--- src/rtl/r2r_dac_pkg.sv ---
// Shared types and constants for the R2R DAC waveform sequencer.
// Mode encoding, LFSR seed/taps, divider default and LFSR step helper.
package r2r_dac_pkg;

  typedef enum logic [1:0] {
    MODE_EXT = 2'd0,
    MODE_SAW = 2'd1,
    MODE_TRI = 2'd2,
    MODE_SQR = 2'd3
  } mode_e;

  typedef enum logic {
    DIR_UP = 1'b0,
    DIR_DN = 1'b1
  } dir_e;

  localparam logic [15:0] LFSR_SEED = 16'hACE1;

  // Right-shifting Galois form of x^16+x^14+x^13+x^11
  localparam logic [15:0] LFSR_TAPS = 16'hB400;

  localparam int DIV_RESET_DEF = 1000;

  function automatic logic [15:0] lfsr_next(
    input logic [15:0] s
  );
    logic [15:0] n;
    n = {1'b0, s[15:1]};
    if (s[0]) begin
      n = n ^ LFSR_TAPS;
    end
    return n;
  endfunction

endpackage

--- src/rtl/r2r_clk_divider.sv ---
// Loadable sample-rate divider; tick period is div_reg+1 cycles.
// Ports: clk, rst_n, ena, load_div, load_data[DIV_W] -> tick (combinational).
module r2r_clk_divider
  import r2r_dac_pkg::*;
#(
  parameter int DIV_W     = 16,
  parameter int DIV_RESET = DIV_RESET_DEF
) (
  input  logic             clk,
  input  logic             rst_n,
  input  logic             ena,
  input  logic             load_div,
  input  logic [DIV_W-1:0] load_data,
  output logic             tick
);

  localparam logic [DIV_W-1:0] RST_VAL = DIV_W'(DIV_RESET);
  localparam logic [DIV_W-1:0] ONE     = DIV_W'(1);

  logic [DIV_W-1:0] r_div;
  logic [DIV_W-1:0] r_cnt;
  logic             w_zero;

  assign w_zero = (r_cnt == '0);

  // A load in the same cycle swallows the tick
  assign tick = ena & ~load_div & w_zero;

  always_ff @(posedge clk or negedge rst_n) begin
    if (!rst_n) begin
      r_div <= RST_VAL;
      r_cnt <= RST_VAL;
    end else if (load_div) begin
      r_div <= load_data;
      r_cnt <= load_data;
    end else if (ena) begin
      if (w_zero) begin
        r_cnt <= r_div;
      end else begin
        r_cnt <= r_cnt - ONE;
      end
    end
  end

endmodule

--- src/rtl/r2r_dac_sequencer.sv ---
// Waveform sequencer (EXT/SAW/TRI/SQR) driving an N-bit R2R DAC.
// Ports: clk, rst_n, ena, mode[2], ext_data, step, load_div, load_data
//        -> dac_out, cnt_zero, phase_wrap.
// Build option: define R2R_DAC_NOISE_EN to turn mode 3 into LFSR noise.
module r2r_dac_sequencer
  import r2r_dac_pkg::*;
#(
  parameter int DATA_W    = 8,
  parameter int DIV_W     = 16,
  parameter int DIV_RESET = DIV_RESET_DEF
) (
  input  logic              clk,
  input  logic              rst_n,
  input  logic              ena,
  input  logic [1:0]        mode,
  input  logic [DATA_W-1:0] ext_data,
  input  logic [DATA_W-1:0] step,
  input  logic              load_div,
  input  logic [DIV_W-1:0]  load_data,
  output logic [DATA_W-1:0] dac_out,
  output logic              cnt_zero,
  output logic              phase_wrap
);

  localparam logic [DATA_W-1:0] MAX  = '1;
  localparam logic [DATA_W:0]   MAXW = {1'b0, MAX};

  logic              w_tick;
  mode_e             w_mode_in;
  logic [DATA_W:0]   w_sum;

  logic [DATA_W-1:0] r_phase;
  dir_e              r_dir;
  mode_e             r_mode;
  logic [DATA_W-1:0] r_dac;
  logic              r_cz;
  logic              r_wrap;

  logic [DATA_W-1:0] w_phase_n;
  dir_e              w_dir_n;
  mode_e             w_mode_n;
  logic [DATA_W-1:0] w_dac_n;
  logic              w_wrap_n;

`ifdef R2R_DAC_NOISE_EN
  logic [15:0]       r_lfsr;
  logic [15:0]       w_lfsr_n;
`endif

  r2r_clk_divider #(
    .DIV_W     (DIV_W),
    .DIV_RESET (DIV_RESET)
  ) u_div (
    .clk       (clk),
    .rst_n     (rst_n),
    .ena       (ena),
    .load_div  (load_div),
    .load_data (load_data),
    .tick      (w_tick)
  );

  assign w_mode_in = mode_e'(mode);

  // One guard bit: carry for SAW, overshoot test for TRI
  assign w_sum = {1'b0, r_phase} + {1'b0, step};

  always_ff @(posedge clk or negedge rst_n) begin
    if (!rst_n) begin
      r_phase <= '0;
      r_dir   <= DIR_UP;
      r_mode  <= MODE_EXT;
      r_dac   <= '0;
      r_cz    <= 1'b0;
      r_wrap  <= 1'b0;
    end else begin
      r_phase <= w_phase_n;
      r_dir   <= w_dir_n;
      r_mode  <= w_mode_n;
      r_dac   <= w_dac_n;
      r_cz    <= w_tick;
      r_wrap  <= w_wrap_n;
    end
  end

`ifdef R2R_DAC_NOISE_EN
  always_ff @(posedge clk or negedge rst_n) begin
    if (!rst_n) begin
      r_lfsr <= LFSR_SEED;
    end else begin
      r_lfsr <= w_lfsr_n;
    end
  end
`endif

  always_comb begin
    w_phase_n = r_phase;
    w_dir_n   = r_dir;
    w_mode_n  = r_mode;
    w_dac_n   = r_dac;
    w_wrap_n  = 1'b0;
`ifdef R2R_DAC_NOISE_EN
    w_lfsr_n  = r_lfsr;
`endif

    if (ena) begin
      if (w_mode_in != r_mode) begin
        // Mode entry restarts the waveform; no advance this cycle
        w_mode_n  = w_mode_in;
        w_phase_n = '0;
        w_dir_n   = DIR_UP;
        w_dac_n   = (w_mode_in == MODE_EXT) ? ext_data : '0;
`ifdef R2R_DAC_NOISE_EN
        w_lfsr_n  = LFSR_SEED;
`endif
      end else begin
        unique case (1'b1)
          (r_mode == MODE_EXT): begin
            w_dac_n = ext_data;
          end
          (r_mode == MODE_SAW): begin
            if (w_tick) begin
              w_phase_n = w_sum[DATA_W-1:0];
              w_dac_n   = w_sum[DATA_W-1:0];
              w_wrap_n  = w_sum[DATA_W];
            end
          end
          (r_mode == MODE_TRI): begin
            if (w_tick) begin
              if (r_dir == DIR_UP) begin
                if (w_sum >= MAXW) begin
                  w_phase_n = MAX;
                  w_dir_n   = DIR_DN;
                end else begin
                  w_phase_n = w_sum[DATA_W-1:0];
                end
              end else begin
                if (r_phase <= step) begin
                  w_phase_n = '0;
                  w_dir_n   = DIR_UP;
                  w_wrap_n  = 1'b1;
                end else begin
                  w_phase_n = r_phase - step;
                end
              end
              w_dac_n = w_phase_n;
            end
          end
          (r_mode == MODE_SQR): begin
            if (w_tick) begin
`ifdef R2R_DAC_NOISE_EN
              w_lfsr_n = lfsr_next(r_lfsr);
              w_dac_n  = w_lfsr_n[DATA_W-1:0];
`else
              w_phase_n = w_sum[DATA_W-1:0];
              w_dac_n   = {DATA_W{w_sum[DATA_W-1]}};
`endif
            end
          end
          default: begin
          end
        endcase
      end
    end
  end

  assign dac_out    = r_dac;
  assign cnt_zero   = r_cz;
  assign phase_wrap = r_wrap;

endmodule

--- config.mk ---
export PLATFORM = sky130hd
export DESIGN_NAME = r2r_dac_sequencer
export DESIGN_NICKNAME = d
export VERILOG_FILES = /design/src/rtl/r2r_dac_pkg.sv /design/src/rtl/r2r_clk_divider.sv /design/src/rtl/r2r_dac_sequencer.sv
export SDC_FILE = /design/constraint.sdc
export NUM_CORES = 1
export LEC_CHECK = 0
export BUFFER_PORTS_ARGS = -buffer_cell sky130_fd_sc_hd__buf_2
export CORE_MARGIN = 8
export CORE_UTILIZATION = 59
export CTS_CLUSTER_DIAMETER = 150
export DETAILED_ROUTE_END_ITERATION = 8
export PLACE_DENSITY = 0.81
export SYNTH_ARGS = -nofsm -noshare
export SYNTH_HDL_FRONTEND = slang
export SYNTH_SLANG_ARGS = --single-unit
--- constraint.sdc ---
create_clock -name clk -period 3 [get_ports clk]
set_input_delay 0 -clock clk [delete_from_list [all_inputs] [get_ports clk]]
set_output_delay 0 -clock clk [all_outputs]
set_load 0.03 [all_outputs]
; ---- Word level (Yosys, flattened, before mapping)
; Cells that the tools add are included.
[classes]
addsub = 3
magnitude_cmp = 2
n_eq_ne = 8
n_mux = 27
bitwise_logic = 3
reduce_logical = 13
[ops]
columns = op, n
row1 = 8-bit 2-to-1 mux, 9
row2 = 16-bit 2-to-1 mux, 3
row3 = 8-bit case mux with 4 select lines, 1
row4 = 16-bit zero test, 1
row5 = 8-bit case mux with 2 select lines, 1
row6 = "16-bit by 1-bit subtractor with 16-bit output, second input constant", 1
row7 = 1-bit 2-to-1 mux, 12
row8 = 8-bit by 8-bit adder with 9-bit output, 1
row9 = "9-bit by 8-bit >= comparator with 1-bit output, second input constant", 1
row10 = "3-bit != test, second input constant", 3
row11 = 8-bit less-or-equal comparator, 1
row12 = 8-bit subtractor, 1
row13 = 2-bit nonzero test, 3
row14 = 5-bit AND reduction, 1
row15 = 5-bit nonzero test, 1
row16 = "2-bit equality test, second input constant", 2
row17 = 2-bit zero test, 2
row18 = 4-bit AND reduction, 1
row19 = "3-bit by 1-bit != test with 1-bit output, second input constant", 1
row20 = 3-bit AND reduction, 1
row21 = 3-bit nonzero test, 1
row22 = 1-bit bitwise AND, 2
row23 = "2-bit by 1-bit equality test with 1-bit output, second input constant", 1
row24 = 2-bit != test, 1
row25 = other kinds (4), 4
[totals]
regBits = 53
in_bits = 38
output_inout_bits = 10
elab_cells = 64

; ---- Longest topological paths before layout
[depth]
depth_word = 7
mapped_depth = 12
mapped_depth_nobuf = 11

; ---- By module
; Synthesis repeated with hierarchy kept, for this count alone.
[hier_totals]
cells_unflattened = 468
hier_area_um2 = 4057.6
[by_module_without_submodules]
columns = mod, instances, cells_per_inst, area_each_um2, seq_area_each_um2
row1 = r2r_dac_sequencer, 1, 284, 2297.2, 525.5
row2 = r2r_clk_divider, 1, 184, 1760.4, 815.8

; ---- Least setup slack after synthesis
; OpenSTA, ideal clock, no wires.
[synth_timing]
path_type = flip-flop to flip-flop
start = register r_phase[0]
end = register r_phase[2]
setup_time_ns = 0.121
arrival_ns = 2.381
required_ns = 2.879
setup_slack_ns = 0.498
stages_incl_launch_ff = 13
n_path_buf = 1
period_less_slack_ns = 2.502
path_cell_list = dfrtp_1 > inv_1 > ha_1 > inv_1 > fa_1 > a211oi_1 > o21ai_0 > a31oi_1 > or2_2 > clkbuf_1 > a221o_1 > o21ai_0 > a22o_1
[synth_via]
elab_chain_len = 7
elab_cells_between_ends = 11
cone_classes = 2 x add/sub / 2 x order compare / 7 x mux
[synth_lines]
columns = item, line
row1 = from (decl), r2r_dac_sequencer.sv:32  ; logic [DATA_W-1:0] r_phase;
row2 = from (signal assigned), r2r_dac_sequencer.sv:76  ; r_phase <= w_phase_n;
row3 = 8-bit by 8-bit adder with 9-bit output, r2r_dac_sequencer.sv:65  ; assign w_sum = {1'b0, r_phase} + {1'b0, step};
row4 = 9-bit by 8-bit >= comparator with 1-bit output, r2r_dac_sequencer.sv:130  ; if (w_sum >= MAXW) begin
row5 = 8-bit 2-to-1 mux, r2r_dac_sequencer.sv:130
row6 = 8-bit 2-to-1 mux, r2r_dac_sequencer.sv:129  ; if (r_dir == DIR_UP) begin
row7 = 8-bit 2-to-1 mux, r2r_dac_sequencer.sv:128  ; if (w_tick) begin
row8 = 8-bit case mux with 2 select lines (*), r2r_dac_sequencer.sv:116  ; unique case (1'b1)
row9 = 8-bit 2-to-1 mux (*), r2r_dac_sequencer.sv:106  ; if (w_mode_in != r_mode) begin
; Mark *: on every way between the ends. The rest lies on a longest branch, timed or not. The select of a mux whose other input is x is not followed.
; A chain may end at the register's enable or synchronous reset.

; ---- Worst setup path in the final report
[layout_timing]
start = register r_phase[2]
end = register r_dac[3], in the netlist dac_out[3]
[layout_via]
elab_chain_len = 7
elab_cells_between_ends = 12
cone_classes = 2 x add/sub / 2 x order compare / 8 x mux
[layout_lines]
columns = item, line
row1 = 8-bit by 8-bit adder with 9-bit output, r2r_dac_sequencer.sv:65
row2 = 9-bit by 8-bit >= comparator with 1-bit output, r2r_dac_sequencer.sv:130
row3 = 8-bit 2-to-1 mux, r2r_dac_sequencer.sv:130
row4 = 8-bit 2-to-1 mux, r2r_dac_sequencer.sv:129
row5 = 8-bit 2-to-1 mux, r2r_dac_sequencer.sv:128
row6 = 8-bit case mux with 4 select lines (*), r2r_dac_sequencer.sv:116
row7 = 8-bit 2-to-1 mux (*), r2r_dac_sequencer.sv:106
row8 = to (signal assigned), r2r_dac_sequencer.sv:79  ; r_dac <= w_dac_n;
row9 = to (decl), r2r_dac_sequencer.sv:35  ; logic [DATA_W-1:0] r_dac;
; Marks and branches as above.

==> metrics.cfg <==
[floorplanning]
core_area_um2=6756
dieArea_um2=9843
die_y_um=99.21
rows=30
ioPinCount=48
start_util_pct=60.46
die_x_um=99.21

[synth]
syn-num-nets=567
ys_warn_count=0
synthAdderAreaFrac_pct=8.025
synthMuxAreaShare_pct=2.297
synth_top_family_by_area=compound AO/OA/AOI/OAI gates
synth.avg_cell_area_um2=8.105
seq_area_frac_synth_pct=32.83
synth_xor_area_share_pct=2.358
synthCells=504
ys_async_sr_fraction_pct=100.0
synth-compound-area-share_pct=26.80
synth_edf_count=0
synthSimpleGateAreaFrac_pct=20.92
synth.cell_area_um2=4085
synth-seq-cells=53
synth.distinct_cells=73
synthFlopType=dfrtp_1

[timing]
post-route-period-util_pct=93.85
finalSetupViolCount=0
period_minus_slack_ns=2.815
tightest_slew_ns=0.7644
hold_viol_final=0
slew_viol_final=0
rsz0062_at_grt=false
fmax_ghz=0.3552
fin_worst_skew_ns=0.01686
relSlewSlack_pct=49.04
tns_ns=0

[placed_design]
port_buffers=47
globalplace.congestion=0.9624
place_hpwl_um=7964
placed_area_um2=4429

[setup_path]
reg2reg_depth=8
critical_path.slowest_cell=o31ai_1
rrSetupSlack_ns=0.18
path_class=flop to flop
crit_end=dac_out[3]
start_kind=flop
crit_required_ns=3.20
r2r-end=dac_out[3]
critical_path.max_fanout=9
worstPathCellList=ha_1 > nor3b_1 > o31ai_1 > a21o_1 > o2111ai_1 > a221o_1 > a22oi_1 > o21ai_1
setup.worst_path.start=r_phase[2]
worstPathArrival_ns=3.01
worstReg2RegStart=r_phase[2]
critical-path-max-stage-delay_ns=0.56
endpoint_kind=flop

[grt]
grt_pass1_wl_um=17890
grt_start_max_net_pins=50
grt_antenna_before_repair=0
track_usage_pct=21.88
grt_pass1_vias=3786
grt-ovfl-total=0

[final_layout]
final_area_um2=4728
fin_util_pct=69.98
syn2layout_area_growth_pct=15.74
final_cell_mix=74 x nand2_1, 47 x buf_2, 46 x o21ai_0
ff_latch_area_um2=1341
final_layout_size_suffix_gt1_share_pct=18.04
fillers=540
final_common_cell=nand2_1
multiInputGateArea_um2=2482
diodes=0
nets=633

[route]
wl_um=10840
wirelength_met1_um=4600
route.met2.wl_um=5421
dr.pass1.iters=5
wl_met3_um=655
viasPerCell=6.131
dr.first_iter.drc_count=274
wire_per_inst_um=16.65
highest_layer=met4
ant_nets=0
route.vias.total=3991
remaining_drc_errors=0

[power_and_ir_drop]
ir_drop_mv=0.2646
power_density_nw_per_um2=377.4
cellLeakagePower_uw=0.002172

[min_path]
hold_class=input port to flop

[clock_network]
htreeDepth=2
cts_tree=built
cts_setup_buffers=0
worstSkewPairLatency_ns=0.31
numCtsBuffers=5
root_buffer=clkbuf_8
cts.clk_slew.worst_paths_ns=0.11
clock-sinks=53
cts.path.max_buffers=2

[outcome]
status=completed

[flow_run]
maxCapViolCount=0

cells by family (layout without fill, tap and decap cells):
logic type,Yosys count,in the layout
AOI/OAI and AO/OA,163,163
xor gates and xnor gates,11,11
adders and majority gates,25,25
buffers and inverters,68,135
DFF,53,53
muxes,9,9
and+or+nand+nor,175,175
power breakdown:
group | internal, uW | leakage, uW | total (uW) | switching, uW
logic | 207 | 0.00149 | 530 | 324
clock network | 166 | 0.0000385 | 400 | 234
registers | 799 | 0.000646 | 855 | 55.3
total | 1170 | 0.00217 | 1780 | 613
state kept, by name (all words and copies together), names as in the netlist:
register / flops
u_div.r_div: 16
cnt_zero: 1
r_dir: 1
u_div.r_cnt: 16
dac_out: 8
r_mode: 2
r_phase: 8
phase_wrap: 1
worst min path at each step:
| stage | startpoint | end | slack [ns] | depth (start not counted) |
|---|---|---|---|---|
| after global placement | rst_n | r_phase[0] | 0.12 | 1 |
| after detailed placement | rst_n | r_phase[0] | 0.12 | 1 |
| final | ext_data[5] | dac_out[5] | 0.006 | 3 |
| after floorplan | rst_n | cnt_zero | -0.30 | 0 |
| after global routing | ext_data[5] | dac_out[5] | 0.02 | 3 |
| after CTS | ext_data[5] | dac_out[5] | 0.01 | 3 |
metrics by stage:
step                hold slack, ns  setup WS, ns  total power, uW  cells
floorplan                  -0.2956        0.4983             1211    504
global placement            0.1217        0.2370             1358    623
detailed placement          0.1236        0.1725             1371    623
CTS                        0.01393        0.1618             1795    651
global route               0.01623       0.02079             1887    651
finish                    0.006098        0.1846             1784    651
routing by layer:
| metal | up-vias | GRT usage, % |
|---|---|---|
| met2 | 166 | 38.02 |
| met3 | 14 | 3.841 |
| met1 | 1877 | 26.82 |
| met4 | 0 | 6.636 |
| li1 | 1934 | - |
| met5 | - | 0 |
layout make-up:
type                       instances  share of cell area (%)
multi-input combinational        383                   52.50
timing repair buffer              83                   11.75
tap                               80                   2.117
inverter                          44                   3.493
clock buffer                       7                   1.614
sequential                        53                   28.37
clock inverter                     1                  0.1588
synth_stat cells (all sizes together) (5+ instances only):
cell type  instances  area share [%]
inv               44             4.0
nor3              15             2.1
buf                7             1.2
xnor2              7             1.5
o211ai             5            0.92
o21ai             57             7.1
nor4               5            0.77
o31ai              6             1.2
clkbuf            17             1.6
a211o              7             1.5
dfrtp             41              25
a221oi             6             1.6
nand3              9             1.1
dfstp             12             7.7
nor2              30             3.0
a21oi             30             3.7
ha                23             7.0
nand2             74             6.8
nor2b              6            0.92
nand4              5            0.77
mux2i              6             1.5
nand2b             7             1.1
a211oi             5            0.92
timing repair:
| action | 4_1_cts | 5_1_grt |
|---|---|---|
| hold buffers | 20 | 0 |
| resized for setup | 0 | 3 |
| setup endpoints to repair | 0 | 2 |
| endpoints found under the hold margin | 62 | 0 |
worst max-delay path: cells and delay by family, from the launching register on:
kind / cells / cell delay (ns)
and+or+nand+nor: 1 / 0.11
AOI/OAI and AO/OA: 6 / 1.72
adders and majority gates: 1 / 0.46
DFF: 1 / 0.42
Power figures use the tool's default switching activity.
